## config.mk

```make
export PLATFORM = sky130hd
export DESIGN_NAME = jedro1_top
export DESIGN_NICKNAME = d
export VERILOG_FILES = /design/src/rtl/jedro1_top.sv
export SDC_FILE = /design/constraint.sdc
export NUM_CORES = 2
export LEC_CHECK = 0
export BUFFER_PORTS_ARGS = -buffer_cell sky130_fd_sc_hd__buf_2
export CORE_ASPECT_RATIO = 2
export CORE_MARGIN = 5
export CORE_UTILIZATION = 35
export CTS_CLUSTER_DIAMETER = 120
export DETAILED_ROUTE_END_ITERATION = 8
export PLACE_DENSITY_LB_ADDON = 0.25
export SLEW_MARGIN = 20
export SYNTH_ARGS = -nofsm -noshare
export SYNTH_HDL_FRONTEND = slang
export SYNTH_SLANG_ARGS = --single-unit
```

## constraint.sdc

```tcl
create_clock -name clk_i -period 11.2 [get_ports clk_i]
set_clock_uncertainty 0.05 [all_clocks]
set_input_delay 2.24 -clock clk_i [delete_from_list [all_inputs] [get_ports clk_i]]
set_output_delay 2.24 -clock clk_i [all_outputs]
set_load 0.005 [all_outputs]
```

## src/rtl/jedro1_top.sv

```systemverilog
// jedro1: multi-cycle RV32 subset core (LUI/AUIPC/OP-IMM/OP/LW/SW, Zicsr on mscratch).
// Any unsupported encoding raises a sticky illegal flag and parks the core in HALT.

module jedro1_regfile (
  input  logic        clk_i,
  input  logic        rst_i,
  input  logic [4:0]  rs1_addr_i,
  input  logic [4:0]  rs2_addr_i,
  output logic [31:0] rs1_data_o,
  output logic [31:0] rs2_data_o,
  input  logic        we_i,
  input  logic [4:0]  rd_addr_i,
  input  logic [31:0] rd_data_i
);
  logic [31:0] regfile [0:31];

  always_ff @(posedge clk_i) begin
    if (rst_i) begin
      for (int unsigned i = 0; i < 32; i++) regfile[i] <= '0;
    end else if (we_i && (rd_addr_i != 5'd0)) begin
      regfile[rd_addr_i] <= rd_data_i;
    end
  end

  assign rs1_data_o = (rs1_addr_i == 5'd0) ? '0 : regfile[rs1_addr_i];
  assign rs2_data_o = (rs2_addr_i == 5'd0) ? '0 : regfile[rs2_addr_i];
endmodule

module jedro1_csr (
  input  logic        clk_i,
  input  logic        rst_i,
  input  logic        we_i,
  input  logic [31:0] wdata_i,
  output logic [31:0] rdata_o
);
  logic [31:0] csr_mscratch_r;

  always_ff @(posedge clk_i) begin
    if (rst_i)     csr_mscratch_r <= '0;
    else if (we_i) csr_mscratch_r <= wdata_i;
  end

  assign rdata_o = csr_mscratch_r;
endmodule

module jedro1_top #(
  parameter int unsigned           DATA_WIDTH = 32,
  parameter int unsigned           ADDR_WIDTH = 32,
  parameter logic [ADDR_WIDTH-1:0] BOOT_ADDR  = '0
) (
  input  logic                  clk_i,
  input  logic                  rst_i,
  output logic [ADDR_WIDTH-1:0] imem_addr_o,
  input  logic [DATA_WIDTH-1:0] imem_rdata_i,
  output logic [ADDR_WIDTH-1:0] dmem_addr_o,
  output logic [DATA_WIDTH-1:0] dmem_wdata_o,
  output logic [3:0]            dmem_we_o,
  input  logic [DATA_WIDTH-1:0] dmem_rdata_i,
  output logic                  illegal_instr_o
);
  localparam logic [6:0]  OPC_LUI    = 7'b0110111;
  localparam logic [6:0]  OPC_AUIPC  = 7'b0010111;
  localparam logic [6:0]  OPC_OPIMM  = 7'b0010011;
  localparam logic [6:0]  OPC_OP     = 7'b0110011;
  localparam logic [6:0]  OPC_LOAD   = 7'b0000011;
  localparam logic [6:0]  OPC_STORE  = 7'b0100011;
  localparam logic [6:0]  OPC_SYSTEM = 7'b1110011;
  localparam logic [11:0] CSR_MSCRATCH = 12'h340;

  typedef enum logic [1:0] {ST_FETCH, ST_EXEC, ST_MEM, ST_HALT} state_e;

  state_e                state_q, state_d;
  logic [ADDR_WIDTH-1:0] pc_q, pc_d;
  logic                  illegal_q, illegal_d;
  logic [4:0]            ld_rd_q, ld_rd_d;

  logic [31:0] instr, imm_i, imm_s, imm_u, mem_addr;
  logic [6:0]  opcode, funct7;
  logic [4:0]  rd_addr, rs1_addr, rs2_addr, shamt;
  logic [2:0]  funct3;
  logic [11:0] csr_addr;
  logic [31:0] rs1_data, rs2_data, alu_b, alu_res, csr_rdata, csr_src, csr_wdata, wb_data;
  logic        instr_ok, wb_en, is_load, is_store, csr_wr;
  logic        rf_we, csr_we;
  logic [4:0]  rf_waddr;
  logic [31:0] rf_wdata;
  logic [3:0]  dmem_we;

  assign instr    = imem_rdata_i;
  assign opcode   = instr[6:0];
  assign rd_addr  = instr[11:7];
  assign funct3   = instr[14:12];
  assign rs1_addr = instr[19:15];
  assign rs2_addr = instr[24:20];
  assign funct7   = instr[31:25];
  assign csr_addr = instr[31:20];
  assign imm_i    = {{20{instr[31]}}, instr[31:20]};
  assign imm_s    = {{20{instr[31]}}, instr[31:25], instr[11:7]};
  assign imm_u    = {instr[31:12], 12'h000};
  assign mem_addr = rs1_data + ((opcode == OPC_STORE) ? imm_s : imm_i);
  assign csr_src  = funct3[2] ? {27'd0, rs1_addr} : rs1_data;

  jedro1_regfile regfile_inst (
    .clk_i      (clk_i),
    .rst_i      (rst_i),
    .rs1_addr_i (rs1_addr),
    .rs2_addr_i (rs2_addr),
    .rs1_data_o (rs1_data),
    .rs2_data_o (rs2_data),
    .we_i       (rf_we),
    .rd_addr_i  (rf_waddr),
    .rd_data_i  (rf_wdata)
  );

  jedro1_csr csr_inst (
    .clk_i   (clk_i),
    .rst_i   (rst_i),
    .we_i    (csr_we),
    .wdata_i (csr_wdata),
    .rdata_o (csr_rdata)
  );

  // funct7[5] selects SUB/SRA for OP and SRAI for OP-IMM (imm bit 10)
  always_comb begin
    alu_b = (opcode == OPC_OP) ? rs2_data : imm_i;
    shamt = alu_b[4:0];
    case (funct3)
      3'b000:  alu_res = (opcode == OPC_OP && funct7[5]) ? rs1_data - alu_b : rs1_data + alu_b;
      3'b001:  alu_res = rs1_data << shamt;
      3'b010:  alu_res = {31'd0, $signed(rs1_data) < $signed(alu_b)};
      3'b011:  alu_res = {31'd0, rs1_data < alu_b};
      3'b100:  alu_res = rs1_data ^ alu_b;
      3'b101:  alu_res = funct7[5] ? 32'($signed(rs1_data) >>> shamt) : rs1_data >> shamt;
      3'b110:  alu_res = rs1_data | alu_b;
      default: alu_res = rs1_data & alu_b;
    endcase
  end

  always_comb begin
    instr_ok  = 1'b1;
    wb_en     = 1'b0;
    wb_data   = alu_res;
    is_load   = 1'b0;
    is_store  = 1'b0;
    csr_wr    = 1'b0;
    csr_wdata = csr_rdata;
    case (opcode)
      OPC_LUI:   begin wb_en = 1'b1; wb_data = imm_u; end
      OPC_AUIPC: begin wb_en = 1'b1; wb_data = imm_u + 32'(pc_q); end
      OPC_OPIMM: begin
        wb_en = 1'b1;
        if (funct3 == 3'b001)      instr_ok = (funct7 == 7'h00);
        else if (funct3 == 3'b101) instr_ok = (funct7 == 7'h00) || (funct7 == 7'h20);
      end
      OPC_OP: begin
        wb_en    = 1'b1;
        instr_ok = (funct7 == 7'h00) ||
                   ((funct7 == 7'h20) && ((funct3 == 3'b000) || (funct3 == 3'b101)));
      end
      OPC_LOAD: begin
        is_load  = 1'b1;
        instr_ok = (funct3 == 3'b010) && (mem_addr[1:0] == 2'b00);
      end
      OPC_STORE: begin
        is_store = 1'b1;
        instr_ok = (funct3 == 3'b010) && (mem_addr[1:0] == 2'b00);
      end
      OPC_SYSTEM: begin
        wb_en    = 1'b1;
        wb_data  = csr_rdata;
        instr_ok = (funct3[1:0] != 2'b00) && (csr_addr == CSR_MSCRATCH);
        csr_wr   = (funct3[1:0] == 2'b01) || (rs1_addr != 5'd0);
        case (funct3[1:0])
          2'b01:   csr_wdata = csr_src;
          2'b10:   csr_wdata = csr_rdata | csr_src;
          2'b11:   csr_wdata = csr_rdata & ~csr_src;
          default: csr_wdata = csr_rdata;
        endcase
      end
      default: instr_ok = 1'b0;
    endcase
    if ((instr == '0) || (instr == '1)) instr_ok = 1'b0;
  end

  always_comb begin
    state_d   = state_q;
    pc_d      = pc_q;
    illegal_d = illegal_q;
    ld_rd_d   = ld_rd_q;
    rf_we     = 1'b0;
    rf_waddr  = rd_addr;
    rf_wdata  = wb_data;
    csr_we    = 1'b0;
    dmem_we   = 4'b0000;
    case (state_q)
      ST_FETCH: state_d = ST_EXEC;
      ST_EXEC: begin
        if (!instr_ok) begin
          illegal_d = 1'b1;
          state_d   = ST_HALT;
        end else if (is_load) begin
          ld_rd_d = rd_addr;
          state_d = ST_MEM;
        end else begin
          rf_we   = wb_en;
          csr_we  = csr_wr;
          dmem_we = is_store ? 4'b1111 : 4'b0000;
          pc_d    = pc_q + ADDR_WIDTH'(4);
          state_d = ST_FETCH;
        end
      end
      ST_MEM: begin
        rf_we    = 1'b1;
        rf_waddr = ld_rd_q;
        rf_wdata = dmem_rdata_i;
        pc_d     = pc_q + ADDR_WIDTH'(4);
        state_d  = ST_FETCH;
      end
      default: state_d = ST_HALT;
    endcase
  end

  always_ff @(posedge clk_i) begin
    if (rst_i) begin
      state_q   <= ST_FETCH;
      pc_q      <= BOOT_ADDR;
      illegal_q <= 1'b0;
      ld_rd_q   <= '0;
    end else begin
      state_q   <= state_d;
      pc_q      <= pc_d;
      illegal_q <= illegal_d;
      ld_rd_q   <= ld_rd_d;
    end
  end

  // store strobe is masked during reset so an aborted SW never reaches memory
  assign dmem_we_o       = rst_i ? 4'b0000 : dmem_we;
  assign imem_addr_o     = pc_q;
  assign dmem_addr_o     = ADDR_WIDTH'(mem_addr);
  assign dmem_wdata_o    = rs2_data;
  assign illegal_instr_o = illegal_q;
endmodule

```

==> implementation parameters <==
Parameter                              Value

STA
  Number of slew-limit violations in the final report    0
  Tcrit/Tclk final    0.950
  Setup TNS Final    0 ps
  Actual slew at the worst max-slew pin    1410 ps
  Worst-case setup margin in the final layout    562 ps
  Final worst path period need    10,640 ps
  Worst slew margin relative to its limit    0.0480
  Maximum clock rate    94.0 MHz
  Hold Vio Cnt, Final    0
  Setup repair after global routing missed its margin    no
  Final setup vio count    0

Power and ir drop
  Static leakage    27.6 nW
  Clock power frac    0.308
  Share of total power in combinational logic    0.272
  Pwr dens    143 nW/um2
  Share of total power consumed by net switching    0.350
  Reg power frac    0.420
  Sum of internal, switching and leakage power    11.1 mW
  Switching power    3.88 mW
  Maximum ir drop on the vdd rail    0.000134 V
  Internal portion of total power    7.22 mW

CTS
  Number of buffers added to fix hold violations after cts    0
  Maximum root-to-sink buffer count    3
  Clock latency of the later-clocked register in the worst-skew pair    720 ps
  Number of resized instances in the post-cts repair step    0
  Maximum level of the CTS H-tree    3
  Buffer cell driving the clock tree root    sky130_fd_sc_hd__clkbuf_16
  CTS clock-pin slew for the worst setup and hold paths    70 ps
  Total CTS buffers    98
  TritonCTS clock tree    done
  Clock sinks    1,094
  Post-CTS Setup Inserts    0

Setup path
  Category of the worst setup path capture point    output port
  Timing startpoint of the critical path    imem_rdata_i[18]
  Cell repeated most along the worst path    sky130_fd_sc_hd__and3_1
  Startpoint type of the worst setup path    primary input
  Endpoint required time on the critical path    8910 ps
  Largest fanout on the critical path    18
  Master of the slowest instance on the critical path    sky130_fd_sc_hd__and3_1
  CP arrival    8350 ps
  Series of cell instances along the critical path    buf_2 > or3b_2 > buf_4 > o221ai_1 > a221o_1 > and3_1 > ha_1 > and3_1 > and3_1 > and2_1 > a31oi_1 > a21oi_1 > a211oi_1 > o21ai_0 > a21o_1 > a21o_1 > xor2_1 > buf_2
  Reg2Reg Setup Slack    3740 ps
  Reg-to-Reg End    regfile_inst.regfile[26][29]
  Largest incremental delay on the critical path    870 ps
  Worst R2R Start    regfile_inst.regfile[4][8]
  Worst setup path endpoint    dmem_addr_o[30]
  Critical path type    primary input to output port
  Worst R2R Path Depth    20

Die
  Die height    641 um
  Overall die area    209,000 um2
  Cell row count    231
  Top-level port count    167
  Core area    198,000 um2
  Initial Util    0.352
  Horizontal die dimension    326 um

Cells and area
  Final core utilization    0.393
  Leading cell type in the layout, fill and taps excluded    sky130_fd_sc_hd__edfxtp_1
  Area delta synth->final    11.7%
  Commonest non-fill, non-tap cells in the layout    sky130_fd_sc_hd__edfxtp_1 (1,024), sky130_fd_sc_hd__nor2_1 (890), sky130_fd_sc_hd__mux4_2 (464)
  Count of nets after finishing    6,437
  Filler Cells Inserted    19,041
  Layout cells sized above 1    0.227

Flow run
  Number of max-cap violations    0

Synth
  Synthesis-stage register bit count    1,094
  Number of enable-type register cells in the synthesized netlist    1,024
  Seq/Total Area, Yosys    0.461
  Async set-reset flop share out of synthesis    0
  Synthesized cell area    69,700 um2
  Number of distinct library cells after synthesis    104
  Synthesized area per cell    11.3 um2
  Top flip-flop cell by instance count after synthesis    sky130_fd_sc_hd__edfxtp_1
  Count of synthesis-stage warnings from yosys    0
  Number of instances in the synthesized netlist    6,186

Global routing
  Grt total ovfl    0
  Met2 Resource Use GR    0.577
  Initial antenna violation count    45
  Global-route wire length before repair    506 mm
  GRT Max-Usage Layer    met2
  Met1 global-route usage    0.335
  Combined global-route utilization of all metal layers    0.352
  Number of global-route vias before repair    59,397
  Grt met3 use    0.109
  Pin count of the biggest net entering global routing    94

Worst hold path
  Hold Path Class    flop to flop
  Hold depth    2

Run status
  Status    finished, final reports clean

Place
  Number of port buffers    164
  Last weighted congestion value of the routability-driven placer    1.10
  Total half-perimeter wirelength after legalization and detailed placement    262 mm
  Pre-CTS worst setup slack    896 ps

Routing
  TritonRoute pass-1 iters    9
  DRC violations left    0
  DR vias    60,444
  Antenna Violating Nets Remaining    0
  Iteration-0 DRC count of the detailed router    7,538
  Via/cell ratio    6.79
  DRT Wirelength    374 mm
  Routed length per placed instance    42.0 um
[critical path, delay by kind of cell]
family | cells | cell delay (ps)
XOR/XNOR | 1 | 140
AND/OR/NAND/NOR | 5 | 2180
adder cells (fa/ha/maj) | 1 | 430
AO/OA/AOI/OAI | 8 | 2330
buffers and inverters | 3 | 920
[power by group through the flow]
stage                     sequential [mW]  combinational (mW)  clock (mW)
after global placement               4.74                2.82           0
after detailed placement             4.75                2.82           0
after floorplan                      4.72                1.54           0
after CTS                            4.66                2.83        3.44
after global routing                 4.68                3.07        3.58
final                                4.67                3.02        3.42
[sequential cells by signal, summed over array words and instances, names as in the netlist]
name                  count
illegal_instr_o           1
imem_addr_o              30
state_q                   2
ld_rd_q                   5
regfile_inst.regfile   1024
csr_inst.rdata_o         32
[Yosys cell counts, drive strengths merged (45+ instances only)]
library cell / number / area share
nand2: 340 / 0.018
dfxtp: 70 / 0.020
a21oi: 437 / 0.032
edfxtp: 1024 / 0.44
a22oi: 45 / 0.0048
o211ai: 82 / 0.0089
mux2: 109 / 0.018
nand3: 137 / 0.0098
buf: 281 / 0.023
a221oi: 74 / 0.0094
nor4: 50 / 0.0048
mux4: 468 / 0.15
ha: 155 / 0.028
o21ai: 266 / 0.019
inv: 148 / 0.0080
nor3: 252 / 0.018
nor2: 907 / 0.049
mux2i: 173 / 0.025
a211oi: 95 / 0.011
clkbuf: 351 / 0.019
a31oi: 79 / 0.0071
[metrics by stage]
step / hold slack, ps / std cells / cell area [um2]
2_1_floorplan: 392 / 6219 / 69800
3_3_place_gp: 417 / 8656 / 74300
3_5_place_dp: 433 / 8656 / 74300
4_1_cts: 447 / 8833 / 77300
5_1_grt: 471 / 8859 / 77700
6_report: 448 / 8904 / 77800
[worst min path at each step]
stage / startpoint / endpoint / slack [ps]
final: csr_inst.rdata_o[24] / csr_inst.rdata_o[24] / 450
after global routing: csr_inst.rdata_o[24] / csr_inst.rdata_o[24] / 470
after CTS: csr_inst.rdata_o[24] / csr_inst.rdata_o[24] / 450
after detailed placement: csr_inst.rdata_o[2] / csr_inst.rdata_o[2] / 430
after global placement: csr_inst.rdata_o[24] / csr_inst.rdata_o[24] / 420
after floorplan: illegal_instr_o / illegal_instr_o / 390
[cells by family (layout without fill, tap and decap cells)]
group | count (synthesis) | after routing | synth area share
simple gates | 1876 | 1876 | 0.118
flops | 1094 | 1094 | 0.461
other cells | 1 | 86 | 0.0000538
fa+ha+maj | 159 | 159 | 0.0290
xor+xnor | 71 | 71 | 0.00892
buf+inv | 782 | 852 | 0.0504
mux | 750 | 750 | 0.194
compound gates | 1453 | 1453 | 0.138
[per-layer routing]
layer | vias up | share of wire
li1 | 23916 | -
met1 | 30497 | 0.30
met2 | 4339 | 0.48
met3 | 1668 | 0.088
met4 | 24 | 0.13
met5 | - | 0.00057
[cell type report]
cell class / instances / area, um2 / area share
multi-input cells: 4343 / 34900 / 0.448
clock inverters: 52 / 479 / 0.00616
flip-flops and latches: 1094 / 32200 / 0.413
well taps: 2563 / 3210 / 0.0412
inverters: 150 / 566 / 0.00727
clock buffers: 125 / 2550 / 0.0328
repair buffers: 525 / 3850 / 0.0495
diodes: 52 / 130 / 0.00167
No activity file was read; power rests on OpenSTA's default activity.
